===== config.mk =====
export PLATFORM = sky130hd
export DESIGN_NAME = dm_arbiter
export DESIGN_NICKNAME = d
export VERILOG_FILES = /design/src/rtl/dm_arbiter.sv
export SDC_FILE = /design/constraint.sdc
export NUM_CORES = 1
export LEC_CHECK = 0
export ABC_CLOCK_PERIOD_IN_PS = 3900
export CORE_AREA = 2 2 95 97
export DETAILED_ROUTE_END_ITERATION = 16
export DIE_AREA = 0 0 97 99
export DONT_BUFFER_PORTS = 1
export PLACE_DENSITY_LB_ADDON = 0.2
export SLEW_MARGIN = 25
export SYNTH_ARGS = -nofsm -noshare
export SYNTH_HDL_FRONTEND = slang
export SYNTH_SLANG_ARGS = --single-unit

===== constraint.sdc =====
create_clock -name clk -period 3.9 [get_ports clk]
set_clock_uncertainty 0.05 [all_clocks]
set_input_delay 0.585 -clock clk [delete_from_list [all_inputs] [get_ports clk]]
set_output_delay 0.585 -clock clk [all_outputs]
set_load 0.02 [all_outputs]

===== src/rtl/dm_arbiter.sv =====
// Round-robin arbiter between CPU (A) and DMA (B) ports feeding the single dm_4k access port.
// Latency: req in IDLE at cycle t -> one-cycle ack at t+2; one transaction every 3 cycles.
// Backpressure: a requester holds req until its ack; requests are sampled only in IDLE.
module dm_arbiter #(
    parameter int ADDR_W = 12,
    parameter int DATA_W = 32
) (
    input  logic              clk,
    input  logic              rst,

    input  logic              a_req,
    input  logic              a_wr,
    input  logic [ADDR_W-1:0] a_addr,
    input  logic [DATA_W-1:0] a_din,
    input  logic [1:0]        a_byteExt,
    output logic              a_ack,
    output logic [DATA_W-1:0] a_rdata,

    input  logic              b_req,
    input  logic              b_wr,
    input  logic [ADDR_W-1:0] b_addr,
    input  logic [DATA_W-1:0] b_din,
    input  logic [1:0]        b_byteExt,
    output logic              b_ack,
    output logic [DATA_W-1:0] b_rdata,

    output logic [ADDR_W-1:0] m_addr,
    output logic [DATA_W-1:0] m_din,
    output logic [1:0]        m_byteExt,
    output logic [1:0]        m_wEn,
    input  logic [DATA_W-1:0] m_dout,

    output logic              busy
);

    typedef enum logic [1:0] {
        IDLE   = 2'd0,
        ACCESS = 2'd1,
        ACK    = 2'd2
    } state_t;

    // Port encoding for owner/last: 0 = A, 1 = B.
    state_t              state_q, state_d;
    logic                last_q, last_d;
    logic                owner_q, owner_d;
    logic                wr_q, wr_d;
    logic [ADDR_W-1:0]   addr_q, addr_d;
    logic [DATA_W-1:0]   din_q, din_d;
    logic [1:0]          bext_q, bext_d;
    logic [DATA_W-1:0]   a_rdata_q, a_rdata_d;
    logic [DATA_W-1:0]   b_rdata_q, b_rdata_d;
    logic                grant_b;

    always_comb begin
        state_d   = state_q;
        last_d    = last_q;
        owner_d   = owner_q;
        wr_d      = wr_q;
        addr_d    = addr_q;
        din_d     = din_q;
        bext_d    = bext_q;
        a_rdata_d = a_rdata_q;
        b_rdata_d = b_rdata_q;
        // On a tie B wins only if A was served last.
        grant_b   = b_req & (~a_req | ~last_q);

        case (state_q)
            IDLE: begin
                if (a_req | b_req) begin
                    owner_d = grant_b;
                    last_d  = grant_b;
                    wr_d    = grant_b ? b_wr      : a_wr;
                    addr_d  = grant_b ? b_addr    : a_addr;
                    din_d   = grant_b ? b_din     : a_din;
                    bext_d  = grant_b ? b_byteExt : a_byteExt;
                    state_d = ACCESS;
                end
            end
            ACCESS: begin
                if (!wr_q) begin
                    if (owner_q) begin
                        b_rdata_d = m_dout;
                    end else begin
                        a_rdata_d = m_dout;
                    end
                end
                state_d = ACK;
            end
            ACK: begin
                state_d = IDLE;
            end
            default: begin
                state_d = IDLE;
            end
        endcase
    end

    always_ff @(posedge clk) begin
        if (rst) begin
            state_q   <= IDLE;
            last_q    <= 1'b1;
            owner_q   <= 1'b0;
            wr_q      <= 1'b0;
            addr_q    <= '0;
            din_q     <= '0;
            bext_q    <= 2'b00;
            a_rdata_q <= '0;
            b_rdata_q <= '0;
        end else begin
            state_q   <= state_d;
            last_q    <= last_d;
            owner_q   <= owner_d;
            wr_q      <= wr_d;
            addr_q    <= addr_d;
            din_q     <= din_d;
            bext_q    <= bext_d;
            a_rdata_q <= a_rdata_d;
            b_rdata_q <= b_rdata_d;
        end
    end

    // Write enable and acks are gated by rst so a reset aborts the access without a write or pulse.
    assign m_addr    = addr_q;
    assign m_din     = din_q;
    assign m_byteExt = bext_q;
    assign m_wEn     = (state_q == ACCESS && wr_q && !rst) ? 2'b01 : 2'b00;
    assign a_ack     = (state_q == ACK) && !owner_q && !rst;
    assign b_ack     = (state_q == ACK) &&  owner_q && !rst;
    assign a_rdata   = a_rdata_q;
    assign b_rdata   = b_rdata_q;
    assign busy      = (state_q != IDLE);

endmodule


==> flow_summary_export.csv <==
group,metric,value,unit
run_status,outcome,"complete, no violations",
route,drt_iter0_drc,202,
sta,hold_slack,117,ps
die,core_area,0.00855,sq mm
grt,grt_pass1_wl,18700,microns
final_layout,stdcell_area,0.00518,sq mm
clock_tree,ctsRootBufferMaster,"clkbuf_8",
sta,rsz0062_at_grt,"false",
clock_tree,cts.clk_slew.worst_paths,50,ps
route,wl,12000,microns
worst_hold_path,holdPathStages,1,
clock_tree,clock_sinks,115,
clock_tree,clk_latency,490,ps
logic_synthesis,ys.flop_type,"dfxtp_1",
route,drt_pass1_iterations,4,
final_layout,syn2layout_area_growth,12.4,%
worst_hold_path,hp-class,"in -> reg",
grt,grt_pass1_vias,3763,
logic_synthesis,synth_edf_count,0,
final_layout,fin_nets,674,
worst_setup_path,criticalPathCategory,"reg -> out",
die,die_y,99,microns
grt,met1_usage,27.8,%
grt,gr-total-overflow,0,
logic_synthesis,yosys_warnings,0,
clock_tree,cts_buffers,17,
clock_tree,ctsHoldBuffers,0,
grt,antenna_found_initial,0,
sta,fmax,429,MHz
worst_setup_path,required,3260,ps
grt,grt_usage,24.0,%
power_and_ir_drop,pwr-share-seq,45.3,%
sta,drv_slew,0,
route,via_per_inst,5.87,
grt,grt_max_degree,118,
worst_setup_path,r2r_cells,6,
logic_synthesis,ys_types,29,
clock_tree,clk_path_buf_depth,2,
worst_setup_path,start_kind,"flop",
die,fp.dieW,97,microns
worst_hold_path,hold_end,"b_rdata[13]",
placement,hpwl,7980,microns
power_and_ir_drop,power_density,612,mW/mm^2
sta,hold_viol_final,0,
worst_setup_path,worstPathArrival,1700,ps
worst_hold_path,hp-start,"rst",
clock_tree,post-cts-setup-buffers,0,
placement,gp_congestion,0.800,
final_layout,layout_common_cells,"nand2_1 (193), dfxtp_1 (115), a21oi_1 (112), a311oi_1 (47), nand2_2 (29)",
die,die-area,0.00960,sq mm
worst_setup_path,r2r_start,"state_q[1]",
final_layout,final_util,60.6,%
sta,fin_ws,1570,ps
placement,portBuffers,0,
route,drc_errors,0,
worst_setup_path,rr_endpoint,"m_din[10]",
final_layout,layout_commonest_cell,"nand2_1",
route,wl_per_cell,18.0,microns
clock_tree,cts_tree,"yes",
power_and_ir_drop,internal_power,2.32,mW
worst_setup_path,cp_max_fo,49,
worst_setup_path,endpoint_kind,"output port",
sta,setup_violations,0,
placement,place_ws,1420,ps
sta,period_share,59.8,%
clock_tree,htree_levels,4,
route,ant_nets,0,
final_layout,num_antenna_cells,0,
logic_synthesis,ys_seq_elements,115,
logic_synthesis,syn_inst,571,
power_and_ir_drop,p_switching,0.849,mW
power_and_ir_drop,clockPowerShare,46.0,%
logic_synthesis,synth.yosys.seq_area_share,49.9,%
power_and_ir_drop,leakage,1.85,nW
logic_synthesis,syn_area,0.00461,sq mm
die,rows,34,
die,start_util,53.9,%
power_and_ir_drop,irDropWorstVdd,0.266,mV
job,drv_cap,0,
sta,slew-limit-headroom,52.4,%
worst_setup_path,reg2reg_slack,1630,ps
clock_tree,post_cts_resized,0,
final_layout,layout-drive-gt1-share,13.3,%
die,ioPinCount,245,
power_and_ir_drop,switching_share,26.8,%
final_layout,instances_no_fill,664,
power_and_ir_drop,combPwrFrac,8.7,%
grt,use_met3,8.87,%
power_and_ir_drop,power.total,3.17,mW
grt,busiest_layer,"met2",
grt,grtUsageMet2,40.0,%
logic_synthesis,syn_nets,701,
placement,placed_cell_area,0.00458,sq mm
sta,fin_tns_setup,0,ps
logic_synthesis,syn-mean-instance-area,8.08,sq um
sta,worst_slew_pin_slew,712,ps
logic_synthesis,async_flop_share,0,%
placement,dp.cells,632,
route,num_vias,3895,
sta,finalCriticalPeriod,2330,ps
==> registers in the layout, summed over array words and instances (netlist names) <==
register / cells
a_rdata: 32
b_rdata: 32
last_q: 1
m_addr: 12
m_byteExt: 2
m_din: 32
owner_q: 1
state_q: 2
wr_q: 1
==> cell families (layout without fill, tap and decap cells) <==
family	Yosys count	after routing	synth area share, %
other cells	1	1	0.0813
compound gates	163	163	21.8
flops	115	115	49.9
buf+inv	55	40	5.97
simple gates	237	237	22.3
==> power by group through the flow <==
stage / Combinational (mW) / Clock, mW / Sequential [mW]
floorplan: 0.250 / 0 / 1.43
global placement: 0.255 / 0 / 1.46
detailed placement: 0.270 / 0 / 1.46
CTS: 0.270 / 1.49 / 1.44
global route: 0.312 / 1.54 / 1.45
finish: 0.277 / 1.46 / 1.44
==> layout make-up <==
type / instances / area [sq um]
clock buffer: 22 / 463
clock inverter: 9 / 105
fill: 740 / 3370
inverter: 1 / 3.75
multi-input combinational: 401 / 2070
sequential: 115 / 2300
tap: 108 / 135
timing repair buffer: 8 / 100
==> critical path, cell delays in order (launching register included) <==
cell and delay [ps]:
dfxtp_1 400, nor2_4 130, buf_4 430, inv_2 210
==> Yosys cell counts, drive strengths merged (2+ instances only) <==
master,instances,area share (%)
a21oi,112,12
a311oi,47,8.9
and4bb,2,0.54
buf,33,4.2
clkbuf,21,1.7
dfxtp,115,50
nand2,222,20
nor2,3,0.30
nor4b,2,0.52
o21ai,2,0.22
==> routing by layer <==
metal / wire length (microns) / part of all wire [%]
met1: 4550 / 38
met2: 6000 / 50
met3: 1110 / 9.3
met4: 327 / 2.7
met5: 0 / 0
==> worst max-delay path by stage <==
stage               startpoint         to  slack (ps)  cells after the start
CTS                 state_q[1]  m_din[21]        1420                      5
finish              state_q[1]       busy        1570                      3
global route        state_q[1]       busy        1480                      3
floorplan                  rst      a_ack        1580                      3
global placement    state_q[1]  m_din[12]        1520                      5
detailed placement  state_q[1]  m_din[21]        1420                      5
No activity file was read; power rests on OpenSTA's default activity.
